`config.mk`:
```
export PLATFORM = sky130hd
export DESIGN_NAME = ntps_reset_sequencer_flat
export DESIGN_NICKNAME = d
export VERILOG_FILES = /design/src/rtl/ntps_reset_sequencer_if.sv /design/src/rtl/ntps_reset_sequencer.sv /design/src/flat_wrapper.sv
export SDC_FILE = /design/constraint.sdc
export NUM_CORES = 1
export LEC_CHECK = 0
export ABC_AREA = 1
export BUFFER_PORTS_ARGS = -buffer_cell sky130_fd_sc_hd__buf_2
export CORE_ASPECT_RATIO = 1.25
export CORE_MARGIN = 2
export CORE_UTILIZATION = 50
export DETAILED_ROUTE_END_ITERATION = 6
export GPL_TIMING_DRIVEN = 0
export PLACE_DENSITY = 0.7
export SYNTH_ARGS = -nofsm -noshare
export SYNTH_HDL_FRONTEND = slang
export SYNTH_SLANG_ARGS = --single-unit
export TNS_END_PERCENT = 1
```
`constraint.sdc`:
```
create_clock -name i_clk -period 3.8 [get_ports i_clk]
set_input_delay 1.14 -clock i_clk [delete_from_list [all_inputs] [get_ports i_clk]]
set_output_delay 1.14 -clock i_clk [all_outputs]
set_load 0.1 [all_outputs]
```
`src/rtl/ntps_reset_sequencer_if.sv`:
```
// ----------------------------------------------------------------------------
// ntps_reset_sequencer_if
//
// Purpose : bundles the control/status signals of the NTP datapath reset
//           sequencer so the sequencer and its environment share one typed
//           connection.
//
// Signals :
//   pll_locked     PLL lock indication, asynchronous to the sequencer clock
//   soft_rst_req   single-cycle soft-reset strobe from a host register
//   stage_rst_n    active-low per-subsystem resets, thermometer coded
//   seq_done       high while every stage is released
//   lock_lost_cnt  saturating count of PLL lock-loss events
//
// Modports:
//   master  environment side: drives pll_locked / soft_rst_req
//   slave   sequencer side : drives the reset and status outputs
//
// Handshake: there is no valid/ready pair on this bundle. soft_rst_req is a
// one-cycle strobe that the sequencer samples on every clock edge and either
// acts on (RELEASE/RUN/SOFT) or drops (HOLD); it is never back-pressured.
// ----------------------------------------------------------------------------
interface ntps_reset_sequencer_if #(
    parameter int NUM_STAGES = 4
);
    logic                  pll_locked;
    logic                  soft_rst_req;
    logic [NUM_STAGES-1:0] stage_rst_n;
    logic                  seq_done;
    logic [7:0]            lock_lost_cnt;

    modport master (
        output pll_locked,
        output soft_rst_req,
        input  stage_rst_n,
        input  seq_done,
        input  lock_lost_cnt
    );

    modport slave (
        input  pll_locked,
        input  soft_rst_req,
        output stage_rst_n,
        output seq_done,
        output lock_lost_cnt
    );
endinterface

```
`src/rtl/ntps_reset_sequencer.sv`:
```
// ----------------------------------------------------------------------------
// ntps_reset_sequencer
//
// Purpose : staged reset sequencer for the NTP datapath. Holds every
//           subsystem in reset until the clocking PLL has been stably locked,
//           then releases the subsystem resets one by one (stage 0 first)
//           with a fixed spacing. Offers a host-triggered soft reset with a
//           guaranteed minimum width and counts PLL lock-loss events.
//
// Ports   :
//   i_clk       250 MHz clock, all logic is on this clock
//   i_areset_n  asynchronous active-low reset (peripheral_aresetn)
//   io_seq      slave side of ntps_reset_sequencer_if
//                 in : pll_locked, soft_rst_req
//                 out: stage_rst_n, seq_done, lock_lost_cnt (all registered)
//   o_state     current FSM state (debug visibility)
//                 0 = HOLD, 1 = RELEASE, 2 = RUN, 3 = SOFT
// ----------------------------------------------------------------------------
module ntps_reset_sequencer #(
    parameter int NUM_STAGES  = 4,
    parameter int STAGE_DELAY = 16,
    parameter int LOCK_FILTER = 8,
    parameter int SOFT_PULSE  = 64
) (
    input  logic                          i_clk,
    input  logic                          i_areset_n,
    ntps_reset_sequencer_if.slave         io_seq,
    output logic [1:0]                    o_state
);

    localparam int CNT_MAX = (STAGE_DELAY > SOFT_PULSE) ? STAGE_DELAY : SOFT_PULSE;
    localparam int CW      = $clog2(CNT_MAX + 1);
    localparam int SW      = $clog2(NUM_STAGES + 1);
    localparam int LW      = $clog2(LOCK_FILTER + 1);

    typedef enum logic [1:0] {
        ST_HOLD    = 2'd0,
        ST_RELEASE = 2'd1,
        ST_RUN     = 2'd2,
        ST_SOFT    = 2'd3
    } state_t;

    state_t                r_state;
    state_t                w_state_nxt;

    logic                  r_sync1;
    logic                  r_sync2;
    logic                  w_lock_s;

    logic [LW-1:0]         r_lock_cnt;
    logic                  r_lock_ok;
    logic                  w_lock_ok_nxt;

    logic [CW-1:0]         r_cyc;
    logic [SW-1:0]         r_stage_cnt;
    logic [SW-1:0]         w_rel_cnt_nxt;

    logic                  w_soft_req;
    logic                  w_lock_lost;
    logic                  w_stage_tick;
    logic                  w_last_stage;
    logic                  w_pulse_done;

    logic [NUM_STAGES-1:0] r_stage_rst_n;
    logic [NUM_STAGES-1:0] w_stage_rst_n_nxt;
    logic                  r_seq_done;
    logic                  w_seq_done_nxt;
    logic [7:0]            r_lost_cnt;

    // ------------------------------------------------------------------------
    // PLL lock synchronizer (two flops, cleared by reset)
    // ------------------------------------------------------------------------
    always_ff @(posedge i_clk or negedge i_areset_n) begin
        if (!i_areset_n) begin
            r_sync1 <= 1'b0;
            r_sync2 <= 1'b0;
        end else begin
            r_sync1 <= io_seq.pll_locked;
            r_sync2 <= r_sync1;
        end
    end

    assign w_lock_s   = r_sync2;
    assign w_soft_req = io_seq.soft_rst_req;

    // ------------------------------------------------------------------------
    // Lock filter. It only runs in HOLD, so every return to HOLD (soft reset
    // or lock loss) re-qualifies the lock from scratch. The HOLD exit is
    // taken on the same edge that sets lock_ok, so RELEASE begins exactly
    // LOCK_FILTER sampled-high cycles after the synchronized lock rises.
    // ------------------------------------------------------------------------
    assign w_lock_ok_nxt = w_lock_s && (r_state == ST_HOLD) &&
                           (r_lock_ok || (r_lock_cnt == LW'(LOCK_FILTER - 1)));

    always_ff @(posedge i_clk or negedge i_areset_n) begin
        if (!i_areset_n) begin
            r_lock_cnt <= '0;
            r_lock_ok  <= 1'b0;
        end else if (!w_lock_s || (r_state != ST_HOLD)) begin
            r_lock_cnt <= '0;
            r_lock_ok  <= 1'b0;
        end else begin
            r_lock_ok <= w_lock_ok_nxt;
            if (!w_lock_ok_nxt) begin
                r_lock_cnt <= r_lock_cnt + 1'b1;
            end
        end
    end

    // ------------------------------------------------------------------------
    // Event decodes
    // ------------------------------------------------------------------------
    // Lock loss only counts once sequencing has started; in HOLD it is
    // absorbed by the filter.
    assign w_lock_lost  = !w_lock_s && (r_state != ST_HOLD);
    assign w_stage_tick = (r_state == ST_RELEASE) && (r_cyc == CW'(STAGE_DELAY - 1));
    assign w_last_stage = (r_stage_cnt == SW'(NUM_STAGES - 1));
    assign w_pulse_done = (r_cyc == CW'(SOFT_PULSE - 1));

    // ------------------------------------------------------------------------
    // FSM: state register
    // ------------------------------------------------------------------------
    always_ff @(posedge i_clk or negedge i_areset_n) begin
        if (!i_areset_n) begin
            r_state <= ST_HOLD;
        end else begin
            r_state <= w_state_nxt;
        end
    end

    // ------------------------------------------------------------------------
    // FSM: next state. Priority is lock loss, then soft request, then
    // normal sequencing.
    // ------------------------------------------------------------------------
    always_comb begin
        w_state_nxt = r_state;
        case (r_state)
            ST_HOLD: begin
                if (w_lock_ok_nxt) begin
                    w_state_nxt = ST_RELEASE;
                end
            end
            ST_RELEASE: begin
                if (w_lock_lost) begin
                    w_state_nxt = ST_HOLD;
                end else if (w_soft_req) begin
                    w_state_nxt = ST_SOFT;
                end else if (w_stage_tick && w_last_stage) begin
                    w_state_nxt = ST_RUN;
                end
            end
            ST_RUN: begin
                if (w_lock_lost) begin
                    w_state_nxt = ST_HOLD;
                end else if (w_soft_req) begin
                    w_state_nxt = ST_SOFT;
                end
            end
            ST_SOFT: begin
                if (w_lock_lost) begin
                    w_state_nxt = ST_HOLD;
                end else if (!w_soft_req && w_pulse_done) begin
                    w_state_nxt = ST_HOLD;
                end
            end
            default: w_state_nxt = ST_HOLD;
        endcase
    end

    // ------------------------------------------------------------------------
    // FSM: outputs. Computes the number of released stages after the coming
    // edge; the reset vector is its thermometer decode, so reassertion is
    // always all-at-once and release is always lowest-index first.
    // ------------------------------------------------------------------------
    always_comb begin
        w_rel_cnt_nxt = '0;
        case (w_state_nxt)
            ST_RUN: begin
                w_rel_cnt_nxt = SW'(NUM_STAGES);
            end
            ST_RELEASE: begin
                if (r_state == ST_RELEASE) begin
                    w_rel_cnt_nxt = w_stage_tick ? (r_stage_cnt + 1'b1) : r_stage_cnt;
                end
            end
            default: w_rel_cnt_nxt = '0;
        endcase

        w_seq_done_nxt = (w_state_nxt == ST_RUN);

        w_stage_rst_n_nxt = '0;
        for (int i = 0; i < NUM_STAGES; i++) begin
            w_stage_rst_n_nxt[i] = (SW'(i) < w_rel_cnt_nxt);
        end
    end

    // ------------------------------------------------------------------------
    // Cycle counter: stage spacing in RELEASE, pulse width in SOFT. Cleared
    // on every state change; a repeated soft request restarts the pulse.
    // ------------------------------------------------------------------------
    always_ff @(posedge i_clk or negedge i_areset_n) begin
        if (!i_areset_n) begin
            r_cyc <= '0;
        end else if (w_state_nxt != r_state) begin
            r_cyc <= '0;
        end else begin
            case (r_state)
                ST_RELEASE: r_cyc <= w_stage_tick ? '0 : (r_cyc + 1'b1);
                ST_SOFT:    r_cyc <= w_soft_req   ? '0 : (r_cyc + 1'b1);
                default:    r_cyc <= '0;
            endcase
        end
    end

    // ------------------------------------------------------------------------
    // Registered outputs and lock-loss counter
    // ------------------------------------------------------------------------
    always_ff @(posedge i_clk or negedge i_areset_n) begin
        if (!i_areset_n) begin
            r_stage_cnt   <= '0;
            r_stage_rst_n <= '0;
            r_seq_done    <= 1'b0;
            r_lost_cnt    <= 8'd0;
        end else begin
            r_stage_cnt   <= w_rel_cnt_nxt;
            r_stage_rst_n <= w_stage_rst_n_nxt;
            r_seq_done    <= w_seq_done_nxt;
            if (w_lock_lost && (r_lost_cnt != 8'hFF)) begin
                r_lost_cnt <= r_lost_cnt + 8'd1;
            end
        end
    end

    assign io_seq.stage_rst_n   = r_stage_rst_n;
    assign io_seq.seq_done      = r_seq_done;
    assign io_seq.lock_lost_cnt = r_lost_cnt;
    assign o_state              = r_state;

endmodule

```
`src/flat_wrapper.sv`:
```
// flat-port wrapper written by rule: the top's interface ports become plain ports
module ntps_reset_sequencer_flat 
#(
    parameter int NUM_STAGES  = 4,
    parameter int STAGE_DELAY = 16,
    parameter int LOCK_FILTER = 8,
    parameter int SOFT_PULSE  = 64
)
  (i_clk, i_areset_n, o_state, io_seq_pll_locked, io_seq_soft_rst_req, io_seq_stage_rst_n, io_seq_seq_done, io_seq_lock_lost_cnt);
  ntps_reset_sequencer_if #(.NUM_STAGES(NUM_STAGES)) io_seq_i ();
  input  logic i_clk;
  input  logic i_areset_n;
  output logic [1:0] o_state;
  input wire logic [$bits(io_seq_i.pll_locked)-1:0] io_seq_pll_locked;
  input wire logic [$bits(io_seq_i.soft_rst_req)-1:0] io_seq_soft_rst_req;
  output wire logic [$bits(io_seq_i.stage_rst_n)-1:0] io_seq_stage_rst_n;
  output wire logic [$bits(io_seq_i.seq_done)-1:0] io_seq_seq_done;
  output wire logic [$bits(io_seq_i.lock_lost_cnt)-1:0] io_seq_lock_lost_cnt;
  assign io_seq_i.pll_locked = io_seq_pll_locked;
  assign io_seq_i.soft_rst_req = io_seq_soft_rst_req;
  assign io_seq_stage_rst_n = io_seq_i.stage_rst_n;
  assign io_seq_seq_done = io_seq_i.seq_done;
  assign io_seq_lock_lost_cnt = io_seq_i.lock_lost_cnt;
  ntps_reset_sequencer #(.NUM_STAGES(NUM_STAGES), .STAGE_DELAY(STAGE_DELAY), .LOCK_FILTER(LOCK_FILTER), .SOFT_PULSE(SOFT_PULSE)) u_core (.i_clk(i_clk), .i_areset_n(i_areset_n), .io_seq(io_seq_i), .o_state(o_state));
endmodule
```
==> results.json <==
{
  "synthTopCellsByArea": "dfrtp_1, nand2_1, nand3_1",
  "die_h_um": 68.0,
  "setup_slack_ns": 1.35,
  "track_usage": 0.186,
  "min_period_ns": 2.45,
  "whs_ns": 0.353,
  "hold_buffers": 0,
  "crit_type": "in -> reg",
  "die_w_um": 55.2,
  "worst_pin_slew_ns": 0.673,
  "row_count": 23,
  "synth-edff-count": 0,
  "portBuffers": 18,
  "wl_per_cell_um": 11.9,
  "dr.pass1.iters": 4,
  "synth_cell_type_count": 29,
  "numCtsBuffers": 5,
  "dominantRegCellSynth": "dfrtp_1",
  "hold_viol": 0,
  "route.detailed.drc": 0,
  "powerDensity_mw_per_mm2": 882,
  "ios": 19,
  "grt_max_degree": 32,
  "ctsLongestPathBuffers": 2,
  "maxSlewViolCount": 0,
  "layoutNonFillerInstCount": 243,
  "start_util": 0.517,
  "cp-start-kind": "input port",
  "place_area_mm2": 0.00177,
  "yosysWarningCount": 0,
  "outcome": "finished, final reports clean",
  "syn_to_final_growth_pct": 15.5,
  "cts_tree": "yes",
  "hpwlAfterDp_um": 2250,
  "postSynthAreaPerCell_um2": 9.09,
  "gp_congestion": 0.900,
  "p_leak_nw": 0.993,
  "tns_ns": 0,
  "yosys-top-cells-count": "dfrtp_1, nand2_1, inv_1",
  "setup_viol": 0,
  "yosysMostFrequentCell": "dfrtp_1",
  "rsz0062_at_grt": "false",
  "die_area_mm2": 0.00375,
  "grt-ovfl-total": 0,
  "seq_area_frac_synth": 0.474,
  "fin_util": 0.597,
  "synthArstFlopShare": 1.00,
  "nets": 216,
  "final_cell_area_mm2": 0.00189,
  "postCtsSetupRepairBufs": 0,
  "critical_path_arrival_ns": 2.60,
  "drive_gt1_frac": 0.291,
  "crit_fanout": 5,
  "end_kind": "register",
  "insertion_delay_ns": 0.28,
  "synth_nets": 191,
  "viasPerCell": 5.05,
  "crit_required_ns": 3.95,
  "worst_setup_hold_path_clk_slew_ns": 0.06,
  "grt_antenna_before_repair": 0,
  "vias": 1226,
  "p_total_mw": 1.67,
  "finalCritPeriodShare": 0.645,
  "grt_pass1_vias": 1179,
  "drv_cap": 0,
  "yosysTopAreaCell": "dfrtp_1",
  "drtIter0Drc": 26,
  "fmax_mhz": 408,
  "post-place-cells": 235,
  "dp_slack_ns": 1.04,
  "h-tree-depth": 2,
  "grt_pass1_wl_um": 4850,
  "syn_inst": 180,
  "hp-class": "reg -> reg",
  "finClkSkew_ns": 0.00537,
  "design.core.area_mm2": 0.00317,
  "cts_sinks": 31,
  "slew-limit-headroom": 0.551,
  "cts_resized": 0,
  "antenna_left": 0,
  "cts-root-buf": "clkbuf_8",
  "drt-total-wl_um": 2880,
  "ys_ff_latch": 31,
  "syn_area_mm2": 0.00164,
  "synth_top_area_share": 0.474,
  "diodes": 0,
  "ir_drop_uv": 625
}
final timing paths:
path / from / to / slack (ns) / cells past startpoint
setup / recovery: io_seq_soft_rst_req / u_core.io_seq.stage_rst_n[0] / 1.35 / 14
hold / removal: u_core.r_sync1 / u_core.r_sync2 / 0.35 / 0
setup reg to reg: u_core.r_cyc[0] / u_core.io_seq.stage_rst_n[0] / 1.58 / 15
hold reg to reg: u_core.r_sync1 / u_core.r_sync2 / 0.35 / 0
max in group asynchronous: i_areset_n / u_core.r_cyc[4] / 2.47 / 1
min in group asynchronous: i_areset_n / u_core.r_lock_cnt[3] / 0.90 / 1
cell families after synthesis:
group / share of synthesized area
AO/OA/AOI/OAI: 0.0413
XOR/XNOR: 0.0482
adder cells (fa/ha/maj): 0.0535
buffers and inverters: 0.0711
flip-flops: 0.474
AND/OR/NAND/NOR: 0.312
critical path, stage by stage:
cell and delay, ns:
buf_2 0.10, inv_1 0.11, nand3_1 0.17, a21oi_4 0.18
nand2_2 0.07, nand2_1 0.09, inv_1 0.06, ha_1 0.18
nand2_1 0.08, inv_1 0.06, o211ai_1 0.08, nand2_1 0.07
nand2_1 0.12, nand3_1 0.08
placed cells by master (no fill, tap or decap):
cell type	instances
clkbuf_8	6
buf_4	1
nand3_4	1
inv_2	7
ha_1	7
nand3b_1	3
o21ai_2	1
nand3_2	3
buf_2	18
or2_1	1
dfrtp_1	31
o21ai_0	2
nor3_1	1
xnor2_1	5
inv_1	22
nor3_2	1
nand3_1	19
nor2_2	9
nor2_4	3
o211ai_1	1
nor2_1	13
or2_2	2
o21ai_1	3
nand2_1	30
nor3_4	1
a21oi_4	1
nand4_2	1
a21oi_1	2
bufinv_16	1
nand4_1	2
xor2_1	4
clkinv_2	1
nand2_2	3
per-layer routing:
| metal | vias up | GRT usage | routed length, um |
|---|---|---|---|
| met5 | - | 0 | 0 |
| met4 | 0 | 0.0915 | 48 |
| met3 | 5 | 0.0611 | 114 |
| met2 | 20 | 0.299 | 1510 |
| met1 | 579 | 0.219 | 1210 |
| li1 | 622 | - | - |
sequential cells by signal, indices dropped and copies added, names as in the netlist:
name / count
u_core.io_seq.lock_lost_cnt: 8
u_core.r_stage_cnt: 3
u_core.r_sync1: 1
u_core.r_lock_cnt: 4
u_core.r_lock_ok: 1
u_core.io_seq.seq_done: 1
u_core.r_cyc: 7
u_core.o_state: 2
u_core.r_sync2: 1
u_core.io_seq.stage_rst_n: 3
layout make-up:
type	instances	area, um2
Sequential cell	31	776
Clock inverter	2	35.0
Tap cell	37	46.3
Multi-Input combinational cell	119	744
Fill cell	293	1270
Inverter	29	109
Buffer	1	7.51
Timing Repair Buffer	18	90.1
Clock buffer	6	82.6
report_power, final:
part	switching [mW]	internal, mW
clock	0.117	0.212
sequential	0.0722	0.402
combinational	0.693	0.172
total	0.882	0.786
No activity file was read; power rests on OpenSTA's default activity.
